[config.mk]
export PLATFORM = sky130hd
export DESIGN_NAME = alu_cmd_issue
export DESIGN_NICKNAME = d
export VERILOG_FILES = /design/src/rtl/alu_pkg.sv /design/src/rtl/alu_regfile.sv /design/src/rtl/alu_cmd_issue.sv
export SDC_FILE = /design/constraint.sdc
export NUM_CORES = 1
export LEC_CHECK = 0
export CORE_ASPECT_RATIO = 1.4
export CORE_MARGIN = 2
export CORE_UTILIZATION = 45
export DETAILED_ROUTE_END_ITERATION = 10
export GPL_TIMING_DRIVEN = 1
export PLACE_DENSITY = 0.74
export SLEW_MARGIN = 20
export SYNTH_ARGS = -nofsm -noshare
export SYNTH_HDL_FRONTEND = slang
export SYNTH_HIERARCHICAL = 1
export SYNTH_SLANG_ARGS = --single-unit
[constraint.sdc]
create_clock -name clk -period 3.13 [get_ports clk]
set_clock_uncertainty 0.15 [all_clocks]
set_input_delay 0.4695 -clock clk [delete_from_list [all_inputs] [get_ports clk]]
set_output_delay 0.4695 -clock clk [all_outputs]
set_load 0.05 [all_outputs]
[src/rtl/alu_pkg.sv]
`default_nettype none
// ============================================================================
// Module   : alu_pkg
// Purpose  : Opcode constants, issue-FSM state type and opcode helpers.
// Revision : 1.0 - initial release
// ============================================================================
package alu_pkg;

  localparam logic [2:0] OP_ADD = 3'b000;
  localparam logic [2:0] OP_SUB = 3'b001;
  localparam logic [2:0] OP_AND = 3'b010;
  localparam logic [2:0] OP_XOR = 3'b011;
  localparam logic [2:0] OP_LDI = 3'b111;

  typedef enum logic [1:0] {
    IDLE = 2'd0,
    EXEC = 2'd1,
    RESP = 2'd2
  } state_t;

  // 100..110 are reserved: the ALU answers all-ones and nothing is written back.
  function automatic logic is_illegal(input logic [2:0] op);
    return op[2] && (op != OP_LDI);
  endfunction

endpackage
`default_nettype wire

[src/rtl/alu_regfile.sv]
`default_nettype none
// ============================================================================
// Module   : alu_regfile
// Purpose  : REGS x N register file, two combinational reads, one sync write.
// Revision : 1.0 - initial release
// ============================================================================
module alu_regfile #(
  parameter  int N    = 8,
  parameter  int REGS = 4,
  localparam int AW   = $clog2(REGS)
) (
  input  logic          clk,
  input  logic          rst_n,
  input  logic [AW-1:0] ra_addr,
  output logic [N-1:0]  ra_data,
  input  logic [AW-1:0] rb_addr,
  output logic [N-1:0]  rb_data,
  input  logic          we,
  input  logic [AW-1:0] wa,
  input  logic [N-1:0]  wd
);

  logic [REGS*N-1:0] w_flat;

  genvar gi;
  for (gi = 0; gi < REGS; gi++) begin : g_entry
    logic [N-1:0] r_q;

    always_ff @(posedge clk or negedge rst_n) begin
      if (!rst_n) begin
        r_q <= '0;
      end else if (we && (wa == AW'(gi))) begin
        r_q <= wd;
      end
    end

    assign w_flat[gi*N +: N] = r_q;
  end

  assign ra_data = w_flat[int'(ra_addr)*N +: N];
  assign rb_data = w_flat[int'(rb_addr)*N +: N];

endmodule
`default_nettype wire

[src/rtl/alu_cmd_issue.sv]
`default_nettype none
// ============================================================================
// Module   : alu_cmd_issue
// Purpose  : Issue/writeback stage: reads operands, drives the ALU, writes the
//            result back and returns it on a valid/ready response channel.
// Revision : 1.0 - initial release
// ============================================================================
module alu_cmd_issue
  import alu_pkg::*;
#(
  parameter  int N    = 8,
  parameter  int REGS = 4,
  localparam int AW   = $clog2(REGS)
) (
  input  logic          clk,
  input  logic          rst_n,
  input  logic          cmd_valid,
  output logic          cmd_ready,
  input  logic [2:0]    cmd_opcode,
  input  logic [AW-1:0] cmd_rd,
  input  logic [AW-1:0] cmd_rs1,
  input  logic [AW-1:0] cmd_rs2,
  input  logic [N-1:0]  cmd_imm,
  output logic [N-1:0]  alu_a,
  output logic [N-1:0]  alu_b,
  output logic [2:0]    alu_opcode,
  input  logic [N-1:0]  alu_result,
  output logic          rsp_valid,
  input  logic          rsp_ready,
  output logic [N-1:0]  rsp_data,
  output logic [AW-1:0] rsp_rd,
  output logic          rsp_zero,
  output logic          rsp_illegal
);

  state_t        r_state;
  state_t        w_state_next;

  logic [2:0]    r_opcode;
  logic [AW-1:0] r_rd;
  logic [AW-1:0] r_rs1;
  logic [AW-1:0] r_rs2;
  logic [N-1:0]  r_imm;

  logic [N-1:0]  r_result;
  logic          r_zero;
  logic          r_illegal;

  logic          w_accept;
  logic          w_exec;
  logic          w_we;
  logic [N-1:0]  w_result_next;
  logic [N-1:0]  w_rs1_data;
  logic [N-1:0]  w_rs2_data;

  always_ff @(posedge clk or negedge rst_n) begin
    if (!rst_n) begin
      r_state <= IDLE;
    end else begin
      r_state <= w_state_next;
    end
  end

  // In RESP a new command can be taken in the same edge the response retires.
  always_comb begin
    w_state_next = r_state;
    cmd_ready    = 1'b0;
    rsp_valid    = 1'b0;
    case (r_state)
      IDLE: begin
        cmd_ready = 1'b1;
        if (cmd_valid) begin
          w_state_next = EXEC;
        end
      end
      EXEC: begin
        w_state_next = RESP;
      end
      RESP: begin
        rsp_valid = 1'b1;
        cmd_ready = rsp_ready;
        if (rsp_ready) begin
          w_state_next = cmd_valid ? EXEC : IDLE;
        end
      end
      default: begin
        w_state_next = IDLE;
      end
    endcase
  end

  assign w_accept = cmd_valid && cmd_ready;
  assign w_exec   = (r_state == EXEC);

  always_ff @(posedge clk or negedge rst_n) begin
    if (!rst_n) begin
      r_opcode <= '0;
      r_rd     <= '0;
      r_rs1    <= '0;
      r_rs2    <= '0;
      r_imm    <= '0;
    end else if (w_accept) begin
      r_opcode <= cmd_opcode;
      r_rd     <= cmd_rd;
      r_rs1    <= cmd_rs1;
      r_rs2    <= cmd_rs2;
      r_imm    <= cmd_imm;
    end
  end

  assign w_result_next = (r_opcode == OP_LDI) ? r_imm : alu_result;
  assign w_we          = w_exec && !is_illegal(r_opcode);

  always_ff @(posedge clk or negedge rst_n) begin
    if (!rst_n) begin
      r_result  <= '0;
      r_zero    <= 1'b1;
      r_illegal <= 1'b0;
    end else if (w_exec) begin
      r_result  <= w_result_next;
      r_zero    <= (w_result_next == '0);
      r_illegal <= is_illegal(r_opcode);
    end
  end

  alu_regfile #(
    .N    (N),
    .REGS (REGS)
  ) u_regfile (
    .clk     (clk),
    .rst_n   (rst_n),
    .ra_addr (r_rs1),
    .ra_data (w_rs1_data),
    .rb_addr (r_rs2),
    .rb_data (w_rs2_data),
    .we      (w_we),
    .wa      (r_rd),
    .wd      (w_result_next)
  );

  // ALU operands always follow the latched fields so they never float to X.
  assign alu_a       = w_rs1_data;
  assign alu_b       = w_rs2_data;
  assign alu_opcode  = r_opcode;

  assign rsp_data    = r_result;
  assign rsp_rd      = r_rd;
  assign rsp_zero    = r_zero;
  assign rsp_illegal = r_illegal;

endmodule
`default_nettype wire

==> impl_metrics.json, run 1 <==
{
  "htree_levels": 3,
  "timing.final.crit_share_pct": 94.3,
  "arrival_ns": 2.33,
  "cpPeakStageDelay_ns": 0.71,
  "critPathKind": "reg -> out",
  "gr-total-overflow": 0,
  "worst_pin_slew_ns": 0.590,
  "synth_mux_area_share_pct": 38.5,
  "route.detailed.wl_per_inst_um": 17.8,
  "synth-xor-area-share_pct": 0,
  "ys_ff_latch": 61,
  "cts_tree": "built",
  "drcViolationCount": 0,
  "rsz0062_at_grt": "no",
  "synth_compound_area_share_pct": 0.530,
  "relSlewSlack_pct": 60.7,
  "cts_made_buffers": 9,
  "grt_max_degree": 47,
  "synth_nets": 204,
  "ir_worst_vdd_mv": 0.448,
  "die_h_um": 97.9,
  "startpoint": "r_rs1[0]$_DFFE_PN0P_",
  "worst_path_dominant_cell_family": "buffers and inverters",
  "cts_root_buffer": "clkbuf_8",
  "cts_resized": 0,
  "multiInputGateArea_um2": 1270,
  "cp_cell_sequence": "mux4_2, clkdlybuf4s50_1",
  "cts_setup_buffers": 0,
  "grt_pass1_wl_um": 9590,
  "cpMaxStageDelayCell": "clkdlybuf4s50_1",
  "highest_layer": "met4",
  "vias_per_cell": 5.55,
  "leakagePower_nw": 1.54,
  "r2r_start": "r_state[1]$_DFFE_PN0P_",
  "final_max_slew_viol_count": 0,
  "cp_max_fo": 9,
  "n_antenna_cell": 0,
  "ys_warn_count": 6,
  "num_vias": 1769,
  "violations": "hold timing",
  "drive_above_1_share_pct": 43.3,
  "fin_total_pwr_w": 0.00426,
  "rows": 34,
  "synthSimpleGateAreaFrac_pct": 5.69,
  "cts_sinks": 61,
  "setup_viol": 0,
  "path_clk_slew_ns": 0.07,
  "synth_area_per_cell_um2": 16.2,
  "grt_pass1_vias": 1844,
  "die_area_um2": 6960,
  "synth_area_um2": 2840,
  "routed-wl-met3_um": 209,
  "period_minus_slack_ns": 2.95,
  "fill_cells": 500,
  "fin_setup_tns_ns": 0,
  "worstSkewPairLatency_ns": 0.34,
  "nets": 271,
  "clock_path_buffers": 2,
  "path_buf_inv": 1,
  "worst_setup_path_start_kind": "flop",
  "cap_violations": 0,
  "ant_nets": 0,
  "finalHoldViolCount": 31,
  "holdWs_ns": -0.0249,
  "wirelength_um": 5690,
  "fmax_ghz": 0.339,
  "area_growth_pct": 32.2,
  "power_density_nw_per_um2": 1140,
  "portBuffers": 61,
  "grt_usage_pct": 18.5,
  "core_um2": 6170,
  "met1_length_um": 2360,
  "drt_pre_antenna_iters": 6,
  "seq_area_frac_synth_pct": 53.9,
  "synth-adder-area-share_pct": 0,
  "synthCells": 175,
  "start_util_pct": 46.0,
  "antenna_found_initial": 0,
  "crit_required_ns": 2.51,
  "hold_path_class": "in -> async",
  "synth_top_family_by_area": "multiplexers",
  "cts.hold.buffers_added": 0,
  "io-pin-count": 62,
  "gp_congestion": 0.780,
  "dp_hpwl_um": 4150,
  "final-seq-area_um2": 1530,
  "wl_met2_um": 2990,
  "end_kind": "primary output",
  "drt_iter0_drc": 85,
  "die_w_um": 71.1,
  "status": "finished, violations left",
  "ys_types": 22
}
## power by group
group	internal (W)	leakage (nW)	total [W]	switching, W
Sequential	0.00111	0.731	0.00140	0.000291
Clock	0.000489	0.116	0.000788	0.000299
Combinational	0.000929	0.690	0.00207	0.00114
## worst reg2reg max path, cell delays in order (launching register included)
cell	delay (ns)
dfrtp_1	0.40
nand2b_1	0.18
a21oi_1	0.36
nor3b_4	0.57
mux2_2	0.41
## per-stage QoR
| stage | hold WS [ns] | cells | cell area (um^2) | util [%] | setup slack, ns |
|---|---|---|---|---|---|
| 3_3_place_gp | 0.322 | 303 | 3520 | 57.1 | 0.523 |
| 3_5_place_dp | 0.334 | 303 | 3520 | 57.1 | 0.509 |
| 4_1_cts | 0.185 | 319 | 3740 | 60.7 | 0.137 |
| 5_1_grt | 0.0189 | 319 | 3750 | 60.8 | 0.0674 |
| 6_report | -0.0249 | 319 | 3750 | 60.8 | 0.177 |
| 2_1_floorplan | 0.0239 | 175 | 2840 | - | 0.947 |
## cell families (layout without fill, tap and decap cells)
kind of cell | after synthesis | in the layout
muxes | 81 | 81
DFF | 61 | 61
and+or+nand+nor | 22 | 22
buffers and inverters | 8 | 80
AOI/OAI and AO/OA | 3 | 3
## state kept, by name, indices dropped and copies added (netlist names)
signal                 flops
rsp_illegal                1
r_state                    2
u_regfile/g_entry.r_q     32
r_rs1                      2
alu_opcode                 3
rsp_rd                     2
r_rs2                      2
rsp_data                   8
r_imm                      8
rsp_zero                   1
## placed cells by master, fill, tap and decap left out, types with 2 or more instances in the layout
master,instances
bufinv_16,2
dfrtp_1,60
clkdlybuf4s50_1,60
nor2b_1,2
clkinv_2,2
clkbuf_8,11
mux4_2,16
mux2_2,65
nand3b_2,2
o21ai_0,2
nand3_2,2
nand2_1,4
buf_4,4
or4_1,3
nand2b_1,2
nor4_1,2
## cell type report
cell class	count	area share, %
multi-input combinational	106	34.0
sequential	61	40.8
tap	72	2.40
clock inverter	4	1.87
clock buffer	12	4.14
timing repair buffer	64	16.8
## cell usage after synthesis
| library cell | number | share of area [%] |
|---|---|---|
| dfstp_2 | 1 | 0.93 |
| nand2b_1 | 2 | 0.44 |
| or4_1 | 3 | 0.79 |
| buf_1 | 2 | 0.26 |
| buf_4 | 1 | 0.26 |
| nor4_1 | 2 | 0.44 |
| nand3_2 | 2 | 0.71 |
| nand3b_2 | 2 | 0.79 |
| nor3b_4 | 1 | 0.66 |
| nor2b_1 | 2 | 0.44 |
| nand3_1 | 1 | 0.18 |
| nor3b_1 | 1 | 0.26 |
| a21oi_1 | 1 | 0.18 |
| nor2_1 | 1 | 0.13 |
| nand4b_1 | 1 | 0.31 |
| mux2_2 | 65 | 26 |
| dfrtp_1 | 60 | 53 |
| mux4_2 | 16 | 13 |
| nand2_1 | 4 | 0.53 |
| buf_2 | 4 | 0.71 |
| o21ai_0 | 2 | 0.35 |
| clkbuf_1 | 1 | 0.13 |
## worst paths after layout
kind,slack (ns),end,depth (start not counted)
min,-0.02,rsp_data[5]$_DFFE_PN0P_,1
max reg2reg,0.95,u_regfile/g_entry[0].r_q[7]$_DFFE_PN0P_,4
max,0.18,alu_a[5],2
min reg2reg,0.34,rsp_zero$_DFFE_PN1P_,2
max in group asynchronous,2.20,u_regfile/g_entry[0].r_q[2]$_DFFE_PN0P_,2
min in group clk,0.34,rsp_zero$_DFFE_PN1P_,2
## routing by layer
layer | up-vias | global-route usage [%]
met5 | - | 0
met4 | 0 | 8.27
met3 | 8 | 4.64
met2 | 48 | 30.3
met1 | 909 | 23.0
li1 | 804 | -
Power figures use the tool's default switching activity.
==> run 2: changes to the inputs <==
PLACE_DENSITY = 0.72   (was 0.74)
REMOVE_ABC_BUFFERS = 1   (was unset)
==> impl_metrics.json, run 2 (synthesis gave the netlist of run 1 again) <==
{
  "status": "finished, final reports clean",
  "period_minus_slack_ns": 2.93,
  "cpPeakStageDelay_ns": 0.71,
  "area_growth_pct": 33.5,
  "die_area_um2": 6960,
  "route.detailed.wl_per_inst_um": 18.1,
  "fmax_ghz": 0.342,
  "rsz0062_at_grt": "no",
  "cts.hold.buffers_added": 0,
  "regMostFlops": "u_regfile/g_entry.r_q",
  "gp_congestion": 0.724,
  "drcViolationCount": 0,
  "n_antenna_cell": 0,
  "dp_hpwl_um": 4320,
  "worstHoldPathCells": 2,
  "cts_made_buffers": 9,
  "cts_sinks": 61,
  "timing.final.crit_share_pct": 93.5,
  "grt_pass1_wl_um": 9470,
  "r2r_end": "u_regfile/g_entry[0].r_q[3]$_DFFE_PN0P_",
  "ant_nets": 0,
  "crit_required_ns": 2.51,
  "setup_viol": 0,
  "layout_commonest_cell": "mux2_2",
  "cts_setup_buffers": 0,
  "path_clk_slew_ns": 0.06,
  "hold_path_class": "reg -> reg",
  "die_w_um": 71.1,
  "drt_iter0_drc": 64,
  "worstRegToRegCells": 4,
  "nets": 273,
  "relSlewSlack_pct": 62.3,
  "end_kind": "primary output",
  "rows": 34,
  "drt_pre_antenna_iters": 4,
  "worstSkewPairLatency_ns": 0.34,
  "critPathKind": "reg -> out",
  "grt_max_degree": 46,
  "cpMaxStageDelayCell": "clkdlybuf4s50_1",
  "drive_above_1_share_pct": 43.8,
  "arrival_ns": 2.31,
  "vias_per_cell": 5.46,
  "most-common-layout-cells": "mux2_2, dfrtp_1, clkdlybuf4s50_1",
  "worst_setup_path_start_kind": "flop",
  "cp_cell_sequence": "mux4_2, clkdlybuf4s50_1",
  "clock_path_buffers": 2,
  "io-pin-count": 62,
  "cap_violations": 0,
  "gr-total-overflow": 0,
  "cts_root_buffer": "clkbuf_8",
  "ff2ff_setup_slack_ns": 0.99,
  "grt_pass1_vias": 1850,
  "wirelength_um": 5810,
  "cts_resized": 0,
  "htree_levels": 3,
  "leakagePower_nw": 1.56,
  "num_vias": 1753,
  "portBuffers": 61,
  "post-place-ws_ns": 0.504,
  "core_um2": 6170,
  "antenna_found_initial": 0,
  "start_util_pct": 46.0,
  "die_h_um": 97.9,
  "cts_tree": "built",
  "worst_pin_slew_ns": 0.566,
  "largest_register_ffs": 32,
  "power_density_nw_per_um2": 1140,
  "fin_setup_tns_ns": 0,
  "ir_worst_vdd_mv": 0.526,
  "cp_max_fo": 9,
  "setup_slack_ns": 0.204,
  "holdPathEnd": "rsp_zero$_DFFE_PN1P_",
  "r2r_start": "r_state[1]$_DFFE_PN0P_",
  "hp-start": "rsp_zero$_DFFE_PN1P_",
  "final_max_slew_viol_count": 0,
  "finalHoldViolCount": 0,
  "grt_usage_pct": 18.1
}
## run 2: cell count changes in the layout (fill, tap and decap cells not counted), sizes merged
cell,delta
clkinv,-1
buf,+1
clkbuf,+1
dlygate4sd3,+1
## run 2: worst max path at each step
stage | start | endpoint | slack, ns
3_5_place_dp | r_rs2[0]$_DFFE_PN0P_ | alu_b[6] | 0.50
6_report | r_rs1[0]$_DFFE_PN0P_ | alu_a[1] | 0.20
3_3_place_gp | r_rs1[0]$_DFFE_PN0P_ | alu_a[6] | 0.52
4_1_cts | r_rs2[0]$_DFFE_PN0P_ | alu_b[6] | 0.13
5_1_grt | r_rs2[0]$_DFFE_PN0P_ | alu_b[6] | 0.05
2_1_floorplan | rsp_ready | alu_opcode[0]$_DFFE_PN0P_ | 0.57
## run 2: power by group
group | internal [W] | leakage (nW) | switching (W)
Sequential | 0.00111 | 0.731 | 0.000292
Clock | 0.000534 | 0.126 | 0.000291
Combinational | 0.000931 | 0.699 | 0.00115
Total | 0.00258 | 1.56 | 0.00173
## run 2: worst max-delay path, delay by kind of cell (launching register included)
family                 cells  cell delay [ns]
buffers and inverters      1             0.71
multiplexers               1             0.58
flip-flops                 1             0.68
## run 2: area by class of cell
cell class,count,area [um^2]
flip-flops and latches,61,1530
clock buffers,13,179
repair buffers,66,648
clock inverters,3,65.1
multi-input cells,106,1270
well taps,72,90.1
fillers,481,2380
## run 2: metrics by stage
stage / power (W) / instance area (um^2) / cells / hold slack (ns) / utilization, %
after floorplan: 0.00283 / 2800 / 167 / 0.0239 / -
after global placement: 0.00347 / 3530 / 304 / 0.323 / 57.2
after detailed placement: 0.00352 / 3530 / 304 / 0.325 / 57.2
after CTS: 0.00436 / 3770 / 320 / 0.163 / 61.1
after global routing: 0.00451 / 3780 / 321 / 0.351 / 61.3
final: 0.00431 / 3780 / 321 / 0.338 / 61.3
## run 2: layer usage
| layer | up-vias | global-route usage (%) | wire, um |
|---|---|---|---|
| met5 | - | 0 | 0 |
| met4 | 0 | 7.40 | 102 |
| met3 | 9 | 5.68 | 262 |
| met2 | 46 | 30.0 | 3040 |
| met1 | 894 | 21.9 | 2400 |
| li1 | 804 | - | - |
